===== src/rtl/instr_sequencer_pkg.sv =====
// Shared symbols for the instruction sequencer: state codes driven to the
// control-signal decoder, opcode constants, the micro-op ROM entry payload
// and the sequencer's internal phase encoding.
package instr_sequencer_pkg;

    localparam int unsigned SEQ_STATE_W = 8;
    localparam int unsigned SEQ_OPC_W   = 4;
    localparam int unsigned SEQ_STEP_W  = 3;

    typedef logic [SEQ_STATE_W-1:0] state_code_t;
    typedef logic [SEQ_OPC_W-1:0]   opc_t;
    typedef logic [SEQ_STEP_W-1:0]  step_t;

    // State codes; IDLE and DECODE map to no strobes in the control decoder.
    localparam state_code_t STATE_IDLE       = 8'h00;
    localparam state_code_t STATE_FETCH_PC   = 8'h01;
    localparam state_code_t STATE_FETCH_INST = 8'h02;
    localparam state_code_t STATE_DECODE     = 8'h03;
    localparam state_code_t STATE_ALU_EXEC   = 8'h04;
    localparam state_code_t STATE_ALU_OUT    = 8'h05;
    localparam state_code_t STATE_MOVE_REG   = 8'h06;
    localparam state_code_t STATE_SET_REG    = 8'h07;
    localparam state_code_t STATE_LOAD_ADDR  = 8'h08;
    localparam state_code_t STATE_SET_MEM    = 8'h09;
    localparam state_code_t STATE_FETCH_SP   = 8'h0A;
    localparam state_code_t STATE_STACK_REG  = 8'h0B;
    localparam state_code_t STATE_INC_SP     = 8'h0C;
    localparam state_code_t STATE_JUMP       = 8'h0D;
    localparam state_code_t STATE_STORE_PC   = 8'h0E;
    localparam state_code_t STATE_TMP_JUMP   = 8'h0F;
    localparam state_code_t STATE_RET        = 8'h10;
    localparam state_code_t STATE_MOUT_STORE = 8'h11;
    localparam state_code_t STATE_ROUT_STORE = 8'h12;
    localparam state_code_t STATE_HALT       = 8'h13;

    localparam opc_t OPC_NOP  = 4'd0;
    localparam opc_t OPC_ALU  = 4'd1;
    localparam opc_t OPC_MOV  = 4'd2;
    localparam opc_t OPC_SET  = 4'd3;
    localparam opc_t OPC_STM  = 4'd4;
    localparam opc_t OPC_LDM  = 4'd5;
    localparam opc_t OPC_PUSH = 4'd6;
    localparam opc_t OPC_POP  = 4'd7;
    localparam opc_t OPC_JMP  = 4'd8;
    localparam opc_t OPC_CALL = 4'd9;
    localparam opc_t OPC_RET  = 4'd10;
    localparam opc_t OPC_MOUT = 4'd11;
    localparam opc_t OPC_ROUT = 4'd12;
    localparam opc_t OPC_U13  = 4'd13;
    localparam opc_t OPC_U14  = 4'd14;
    localparam opc_t OPC_HALT = 4'd15;

    // One micro-op ROM lookup: state to enter and whether it ends the instruction.
    typedef struct packed {
        state_code_t code;
        logic        last;
    } rom_entry_t;

    // Internal phase; needed because FETCH_PC also appears as a micro-op.
    typedef enum logic [2:0] {
        PH_IDLE,
        PH_FETCH_PC,
        PH_FETCH_INST,
        PH_DECODE,
        PH_UOP,
        PH_HALT
    } phase_t;

    function automatic logic opc_is_illegal(input opc_t opc);
        return (opc == OPC_U13) || (opc == OPC_U14);
    endfunction

    // Opcodes with no micro-ops finish in DECODE.
    function automatic logic opc_is_empty(input opc_t opc);
        return (opc == OPC_NOP) || opc_is_illegal(opc);
    endfunction

endpackage


===== src/rtl/instr_sequencer_seq_rom.sv =====
// Micro-op table: combinational (opcode, step) -> {state code, last flag}.
// Ports:
//   opcode  - latched (or decoding) opcode
//   step    - zero-based micro-op index
//   entry_c - state code of that micro-op and whether it is the final one;
//             an index past the end of the sequence (or an empty sequence)
//             returns FETCH_PC with last set.
module instr_sequencer_seq_rom
    import instr_sequencer_pkg::*;
(
    input  logic [SEQ_OPC_W-1:0]  opcode,
    input  logic [SEQ_STEP_W-1:0] step,
    output rom_entry_t            entry_c
);

    state_code_t uop0;
    state_code_t uop1;
    state_code_t uop2;
    logic [1:0]  len;
    step_t       len_w;

    // Per-opcode micro-op list
    always_comb begin
        uop0 = STATE_FETCH_PC;
        uop1 = STATE_FETCH_PC;
        uop2 = STATE_FETCH_PC;
        len  = 2'd0;
        case (opcode)
            OPC_ALU:  begin uop0 = STATE_ALU_EXEC;   uop1 = STATE_ALU_OUT;                               len = 2'd2; end
            OPC_MOV:  begin uop0 = STATE_MOVE_REG;                                                       len = 2'd1; end
            OPC_SET:  begin uop0 = STATE_FETCH_PC;   uop1 = STATE_SET_REG;                               len = 2'd2; end
            OPC_STM:  begin uop0 = STATE_FETCH_PC;   uop1 = STATE_LOAD_ADDR; uop2 = STATE_SET_MEM;       len = 2'd3; end
            OPC_LDM:  begin uop0 = STATE_FETCH_PC;   uop1 = STATE_LOAD_ADDR; uop2 = STATE_SET_REG;       len = 2'd3; end
            OPC_PUSH: begin uop0 = STATE_FETCH_SP;   uop1 = STATE_STACK_REG;                             len = 2'd2; end
            OPC_POP:  begin uop0 = STATE_INC_SP;     uop1 = STATE_FETCH_SP;  uop2 = STATE_SET_REG;       len = 2'd3; end
            OPC_JMP:  begin uop0 = STATE_FETCH_PC;   uop1 = STATE_JUMP;                                  len = 2'd2; end
            OPC_CALL: begin uop0 = STATE_FETCH_SP;   uop1 = STATE_STORE_PC;  uop2 = STATE_TMP_JUMP;      len = 2'd3; end
            OPC_RET:  begin uop0 = STATE_INC_SP;     uop1 = STATE_FETCH_SP;  uop2 = STATE_RET;           len = 2'd3; end
            OPC_MOUT: begin uop0 = STATE_FETCH_PC;   uop1 = STATE_LOAD_ADDR; uop2 = STATE_MOUT_STORE;    len = 2'd3; end
            OPC_ROUT: begin uop0 = STATE_ROUT_STORE;                                                     len = 2'd1; end
            OPC_HALT: begin uop0 = STATE_HALT;                                                           len = 2'd1; end
            default:  len = 2'd0;
        endcase
    end

    assign len_w = SEQ_STEP_W'(len);

    // Select the indexed micro-op
    always_comb begin
        entry_c.code = STATE_FETCH_PC;
        entry_c.last = 1'b1;
        if (step < len_w) begin
            case (step)
                3'd0:    entry_c.code = uop0;
                3'd1:    entry_c.code = uop1;
                default: entry_c.code = uop2;
            endcase
            entry_c.last = (step == SEQ_STEP_W'(len_w - SEQ_STEP_W'(1)));
        end
    end

endmodule


===== src/rtl/instr_sequencer.sv =====
// Instruction sequencer: steps the CPU through FETCH_PC, FETCH_INST, DECODE
// and the per-opcode micro-op sequence, stalling on the I/O handshake.
// Optional feature macro: INSTR_SEQ_SINGLE_STEP_EN (adds step_req; the FSM
// parks in IDLE before every fetch until a rising edge of step_req).
// Ports:
//   clk, rst_n  - clock, asynchronous active-low reset
//   opcode      - instruction register opcode field
//   io_ack      - I/O acknowledge for MOUT_STORE / ROUT_STORE
//   step_req    - single-step request (only with INSTR_SEQ_SINGLE_STEP_EN)
//   state       - registered state code for the control decoder
//   halted      - high while in HALT
//   illegal     - one-cycle pulse in DECODE of an undefined opcode
//   instr_done  - one-cycle pulse on entry to the last micro-op of an
//                 instruction (DECODE for empty sequences)
module instr_sequencer
    import instr_sequencer_pkg::*;
#(
    parameter int unsigned STATE_W = 8,
    parameter int unsigned OPC_W   = 4
) (
    input  logic               clk,
    input  logic               rst_n,
    input  logic [OPC_W-1:0]   opcode,
    input  logic               io_ack,
`ifdef INSTR_SEQ_SINGLE_STEP_EN
    input  logic               step_req,
`endif
    output logic [STATE_W-1:0] state,
    output logic               halted,
    output logic               illegal,
    output logic               instr_done
);

`ifdef INSTR_SEQ_SINGLE_STEP_EN
    localparam phase_t      PH_RETIRE    = PH_IDLE;
    localparam state_code_t STATE_RETIRE = STATE_IDLE;
`else
    localparam phase_t      PH_RETIRE    = PH_FETCH_PC;
    localparam state_code_t STATE_RETIRE = STATE_FETCH_PC;
`endif

    phase_t      phase_q, phase_d;
    state_code_t state_q, state_d;
    opc_t        opc_q, opc_d;
    step_t       step_q, step_d;
    logic        last_q, last_d;
    logic        halted_d, illegal_d, done_d;

    opc_t        opc_in;
    opc_t        rom_opc;
    step_t       rom_step;
    rom_entry_t  rom_entry;
    logic        load_uop;
    logic        io_wait;
    logic        fetch_go;

    assign opc_in  = SEQ_OPC_W'(opcode);
    assign io_wait = ((state_q == STATE_MOUT_STORE) || (state_q == STATE_ROUT_STORE)) && !io_ack;

`ifdef INSTR_SEQ_SINGLE_STEP_EN
    logic step_req_q;

    // Registered copy of step_req for rising-edge detection
    always_ff @(posedge clk or negedge rst_n) begin
        if (!rst_n) begin
            step_req_q <= 1'b0;
        end else begin
            step_req_q <= step_req;
        end
    end

    assign fetch_go = step_req && !step_req_q;
`else
    assign fetch_go = 1'b1;
`endif

    instr_sequencer_seq_rom u_seq_rom (
        .opcode  (rom_opc),
        .step    (rom_step),
        .entry_c (rom_entry)
    );

    // State and datapath registers
    always_ff @(posedge clk or negedge rst_n) begin
        if (!rst_n) begin
            phase_q    <= PH_IDLE;
            state_q    <= STATE_IDLE;
            opc_q      <= OPC_NOP;
            step_q     <= '0;
            last_q     <= 1'b0;
            halted     <= 1'b0;
            illegal    <= 1'b0;
            instr_done <= 1'b0;
        end else begin
            phase_q    <= phase_d;
            state_q    <= state_d;
            opc_q      <= opc_d;
            step_q     <= step_d;
            last_q     <= last_d;
            halted     <= halted_d;
            illegal    <= illegal_d;
            instr_done <= done_d;
        end
    end

    assign state = STATE_W'(state_q);

    // Next-state and output logic
    always_comb begin
        phase_d   = phase_q;
        state_d   = state_q;
        opc_d     = opc_q;
        step_d    = step_q;
        last_d    = last_q;
        halted_d  = halted;
        illegal_d = 1'b0;
        done_d    = 1'b0;
        rom_opc   = opc_q;
        rom_step  = SEQ_STEP_W'(step_q + SEQ_STEP_W'(1));
        load_uop  = 1'b0;

        case (phase_q)
            PH_IDLE: begin
                if (fetch_go) begin
                    phase_d = PH_FETCH_PC;
                    state_d = STATE_FETCH_PC;
                end
            end
            PH_FETCH_PC: begin
                phase_d = PH_FETCH_INST;
                state_d = STATE_FETCH_INST;
            end
            PH_FETCH_INST: begin
                // DECODE-cycle flags are registered here; opcode is already stable.
                phase_d   = PH_DECODE;
                state_d   = STATE_DECODE;
                illegal_d = opc_is_illegal(opc_in);
                done_d    = opc_is_empty(opc_in);
            end
            PH_DECODE: begin
                opc_d    = opc_in;
                step_d   = '0;
                rom_opc  = opc_in;
                rom_step = '0;
                if (opc_is_empty(opc_in)) begin
                    phase_d = PH_RETIRE;
                    state_d = STATE_RETIRE;
                end else begin
                    load_uop = 1'b1;
                end
            end
            PH_UOP: begin
                if (io_wait) begin
                    phase_d = PH_UOP;
                end else if (last_q) begin
                    phase_d = PH_RETIRE;
                    state_d = STATE_RETIRE;
                    step_d  = '0;
                end else begin
                    step_d   = SEQ_STEP_W'(step_q + SEQ_STEP_W'(1));
                    load_uop = 1'b1;
                end
            end
            PH_HALT: begin
                phase_d = PH_HALT;
            end
            default: begin
                phase_d = PH_IDLE;
                state_d = STATE_IDLE;
            end
        endcase

        // Enter the micro-op the ROM selected; HALT is terminal.
        if (load_uop) begin
            state_d = rom_entry.code;
            last_d  = rom_entry.last;
            done_d  = rom_entry.last;
            if (rom_entry.code == STATE_HALT) begin
                phase_d  = PH_HALT;
                halted_d = 1'b1;
            end else begin
                phase_d = PH_UOP;
            end
        end
    end

endmodule


===== config.mk =====
export PLATFORM = sky130hd
export DESIGN_NAME = instr_sequencer
export DESIGN_NICKNAME = d
export VERILOG_FILES = /design/src/rtl/instr_sequencer_pkg.sv /design/src/rtl/instr_sequencer_seq_rom.sv /design/src/rtl/instr_sequencer.sv
export SDC_FILE = /design/constraint.sdc
export NUM_CORES = 1
export LEC_CHECK = 0
export ABC_AREA = 1
export ABC_CLOCK_PERIOD_IN_PS = 3200
export CAP_MARGIN = 15
export CORE_AREA = 2 2 69 71
export CTS_CLUSTER_DIAMETER = 80
export DETAILED_ROUTE_END_ITERATION = 6
export DIE_AREA = 0 0 71 73
export SLEW_MARGIN = 20
export SYNTH_ARGS = -nofsm -noshare
export SYNTH_HDL_FRONTEND = slang
export SYNTH_SLANG_ARGS = --single-unit

===== constraint.sdc =====
create_clock -name clk -period 3.2 [get_ports clk]
set_input_delay 0.64 -clock clk [delete_from_list [all_inputs] [get_ports clk]]
set_output_delay 0.64 -clock clk [all_outputs]
set_load 0.01 [all_outputs]

==> flow_results.org <==
** Logic synthesis
- Register bit total from synthesis :: 19
- Cell count after synthesis :: 219
- Mapped Avg Cell Area :: 6.90 um2
- For this run, the number of Yosys warnings is 0.
- The cell area that synthesis handed to floorplanning was around 1500 um2.
- Summing the sequential cell areas from Yosys gives 31.5% of the chip area.
- Library cells used by synthesis :: 34

** Layout
- The multi-input combinational cells in the finished layout cover a total of 881 um2.
- Register cell area after layout :: 475 um2
- The finished cells cover roughly 1700 um2.
- From synthesis to final layout, the design area changed by 14.7%.
- Antenna fix cells :: 0
- Commonest non-fill, non-tap cells in the layout :: 62 x sky130_fd_sc_hd__nand2_1, 28 x sky130_fd_sc_hd__inv_1, 27 x sky130_fd_sc_hd__nor2_1
- Final core area utilization :: 38.2%
- Most common cell after layout, fill and taps aside :: sky130_fd_sc_hd__nand2_1
- Layout Nets :: 246
- Layout cells sized above 1 :: between 10% and 20%
- Counting the fill cells in the layout gives 480.
- The finished layout holds 288 standard cells, fillers aside.

** Clock tree
- TritonCTS clock tree :: done
- H-tree depth :: 1
- Post-CTS setup buffer count :: 0
- CTS buffer count :: 3
- The tree is rooted in a sky130_fd_sc_hd__clkbuf_8.
- The clock passes through at most 2 buffers.
- Clock-pin slew was measured on the worst setup and hold paths at 0.08 ns.
- Count of hold-fix buffers inserted at cts :: 0
- Number of gates resized after CTS :: 0
- Clock Sinks :: 19
- Clock insertion delay at the later pin of the skew report :: 0.26 ns

** Placement
- Weighted congestion reported at the end of routability-driven placement :: 0.890
- Including well taps, the total number of placed cells is between 200 and 300.
- # port buffers :: 14
- Summed over all nets, the half-perimeter wirelength after detailed placement is 2630 um.
- Post-DP Area :: 1690 um2
- Post-placement setup slack :: between 0.15 and 0.2 ns

** Floorplan
- For this configuration, the core starts out at a cell density of 33.3%.
- The floorplan step defined a die boundary enclosing 5180 um2.
- The floorplan step set the die height to 73 um.
- Core footprint :: ~4500 um2
- Count of boundary I/O pins :: 18
- Horizontal die dimension :: 71 um
- Row count :: 25

** GRT
- Global routing finished with a remaining overflow of 0.
- Number of antenna violations at the first check in global routing :: 0
- Number of global-route vias before repair :: 1296
- The first global-routing pass estimated 5870 um of wire.
- Total GRT Usage :: between 10% and 20%
- Maximum number of pins on one net before global-route repair :: 20

** Timing
- Final count of negative-setup-slack endpoints :: 0
- The count of final hold-check violations is 0.
- Fin. max-slew vios :: 0
- Hold timing on the final database bottoms out at a slack of 0.474 ns.
- Final critical path time including I/O delays and setup :: 2.77 ns
- Max Clock Skew :: approximately 0.0062 ns
- The worst pin sits at a relative slew slack of a little over two fifths.
- Summed over all failing endpoints, the final setup total negative slack is 0 ns.
- RSZ-0062 raised after global routing :: false
- Across all setup checks in the final design, the least slack found is ~0.43 ns.
- Timing-limited maximum frequency :: between 0.3 and 0.4 GHz
- Part of the cycle the worst path needs :: 86.7%
- At the pin with the least slew margin, the transition time is 0.849 ns.

** Worst setup path
- By startpoint and endpoint, the worst setup path is classified as input port to register.
- Required time worst endpoint :: 3.35 ns
- Measured in cells, the most critical reg-to-reg path has a length of 14.
- Element type at the critical path end :: register
- Startpoint Class :: input port
- STA puts the critical path data arrival time at 2.92 ns.
- Of all nets on the critical path, the largest fanout is 5.

** Routing
- The final route contains 1354 vias.
- DRC errors left :: 0
- In this run, the number of DRC markers left after iteration 0 of detailed routing was 83.
- M1 wire length :: ~1600 um
- The final layout contains routed wiring with a total length of 3260 um.
- Detail-routed net length per standard cell :: between 10 and 15 um
- DR vias/cell :: 4.70
- The detail route stage leaves a number of antenna-violating nets equal to 0.
- Met2 wirelength from detailed routing :: 1480 um
- Met3 wire length :: between 100 and 150 um
- Highest Signal Layer :: met4
- DR pass1 iterations :: 4

** Power and ir drop
- Net switching component of the power :: approximately 0.093 mW
- Cell internal power dissipation :: 0.334 mW
- Maximum VDD drop :: 0.150 mV
- Proportion of power drawn by flip-flops and latches :: around 56%
- LEAKAGE :: 0.869 nW
- Switching part of the total :: 21.7%
- Power comes to 0.427 mW.
- Dividing total power by cell area gives a power density of 246 nW/um2.
- Part of the total power dissipated in the clock network :: between 30 and 40%
- Combinational fraction of design power :: 4.4%

** Min path
- The tightest min-delay check is of the register to register type.
- The worst hold path was traced through 2 stages.

** Run
- Max-capacitance violation count :: 0

** Run status
- Result of the run :: completed
==> per-layer routing <==
metal / global-route usage, % / up-vias
met1: 19.5 / 603
met5: 0 / -
met2: 22.9 / 33
met3: 3.18 / 4
li1: - / 714
met4: 2.31 / 0
==> registers in the layout, summed over array words and instances (netlist names) <==
name	cells
step_q	3
halted	1
instr_done	1
opc_q	4
state	5
last_q	1
phase_q	3
illegal	1
==> Yosys cell counts <==
library cell,instances,area (um2)
sky130_fd_sc_hd__a21oi_1,5,25.0
sky130_fd_sc_hd__buf_2,1,5.00
sky130_fd_sc_hd__buf_4,3,22.5
sky130_fd_sc_hd__buf_6,1,11.3
sky130_fd_sc_hd__clkinv_1,1,3.75
sky130_fd_sc_hd__conb_1,1,3.75
sky130_fd_sc_hd__dfrtp_1,19,475
sky130_fd_sc_hd__ha_1,4,50.1
sky130_fd_sc_hd__inv_1,28,105
sky130_fd_sc_hd__inv_2,2,7.51
sky130_fd_sc_hd__inv_4,1,6.26
sky130_fd_sc_hd__nand2_1,62,233
sky130_fd_sc_hd__nand2_2,11,68.8
sky130_fd_sc_hd__nand2_4,5,56.3
sky130_fd_sc_hd__nand3_1,11,55.1
sky130_fd_sc_hd__nand3_2,2,20.0
sky130_fd_sc_hd__nand3_4,1,17.5
sky130_fd_sc_hd__nand4_1,3,18.8
sky130_fd_sc_hd__nand4_2,1,12.5
sky130_fd_sc_hd__nor2_1,27,101
sky130_fd_sc_hd__nor2_2,2,12.5
sky130_fd_sc_hd__nor2_4,2,22.5
sky130_fd_sc_hd__nor2_8,1,20.0
sky130_fd_sc_hd__nor3_1,3,15.0
sky130_fd_sc_hd__nor3_2,2,20.0
sky130_fd_sc_hd__o2111ai_1,1,8.76
sky130_fd_sc_hd__o211ai_1,1,7.51
sky130_fd_sc_hd__o21a_1,1,7.51
sky130_fd_sc_hd__o21ai_0,9,45.0
sky130_fd_sc_hd__o21ai_1,4,20.0
sky130_fd_sc_hd__o21ai_2,1,8.76
sky130_fd_sc_hd__o22ai_1,1,6.26
sky130_fd_sc_hd__xnor2_1,1,8.76
sky130_fd_sc_hd__xor2_1,1,8.76
==> path summary, 6_finish.rpt <==
check                                end        from  slack (ns)
worst min register to register    halted      halted        0.47
worst max register to register  state[0]  phase_q[0]        0.47
worst max-delay path            state[0]   opcode[2]        0.43
worst min-delay path              halted      halted        0.47
max in group asynchronous         last_q       rst_n        1.81
min in group asynchronous       opc_q[2]       rst_n        0.86
==> power by group through the flow <==
stage          logic [mW]  clock network, mW  registers [mW]
2_1_floorplan     0.00794                  0           0.245
3_3_place_gp       0.0193                  0           0.245
3_5_place_dp       0.0191                  0           0.245
4_1_cts            0.0192              0.174           0.240
5_1_grt            0.0219              0.185           0.240
6_report           0.0187              0.168           0.240
==> logic make-up after synthesis <==
group / after synthesis / share of synthesized area (%)
and+or+nand+nor: 133 / 44.6
buffers and inverters: 37 / 10.7
AOI/OAI and AO/OA: 23 / 8.53
DFF: 19 / 31.5
adders and majority gates: 4 / 3.31
xor gates and xnor gates: 2 / 1.16
other: 1 / 0.248
==> area by class of cell <==
class / count / area share [%]
well taps: 54 / 3.90
repair buffers: 14 / 8.09
inverters: 32 / 7.08
clock buffers: 3 / 2.38
multi-input cells: 165 / 50.8
clock inverters: 1 / 0.289
flip-flops and latches: 19 / 27.4
==> worst max-delay path, cell delays in order <==
cell and delay (ns):
sky130_fd_sc_hd__clkdlybuf4s50_1 0.47, sky130_fd_sc_hd__inv_1 0.06, sky130_fd_sc_hd__nand2_1 0.07, sky130_fd_sc_hd__nand2_2 0.10
sky130_fd_sc_hd__nand2_2 0.11, sky130_fd_sc_hd__nand2_1 0.08, sky130_fd_sc_hd__a21oi_1 0.21, sky130_fd_sc_hd__ha_1 0.28
sky130_fd_sc_hd__a21oi_1 0.15, sky130_fd_sc_hd__o21a_1 0.22, sky130_fd_sc_hd__inv_1 0.07, sky130_fd_sc_hd__nor3_2 0.22
sky130_fd_sc_hd__nand3_1 0.10, sky130_fd_sc_hd__nand2_1 0.07, sky130_fd_sc_hd__nand2_1 0.05
Power figures use the tool's default switching activity.
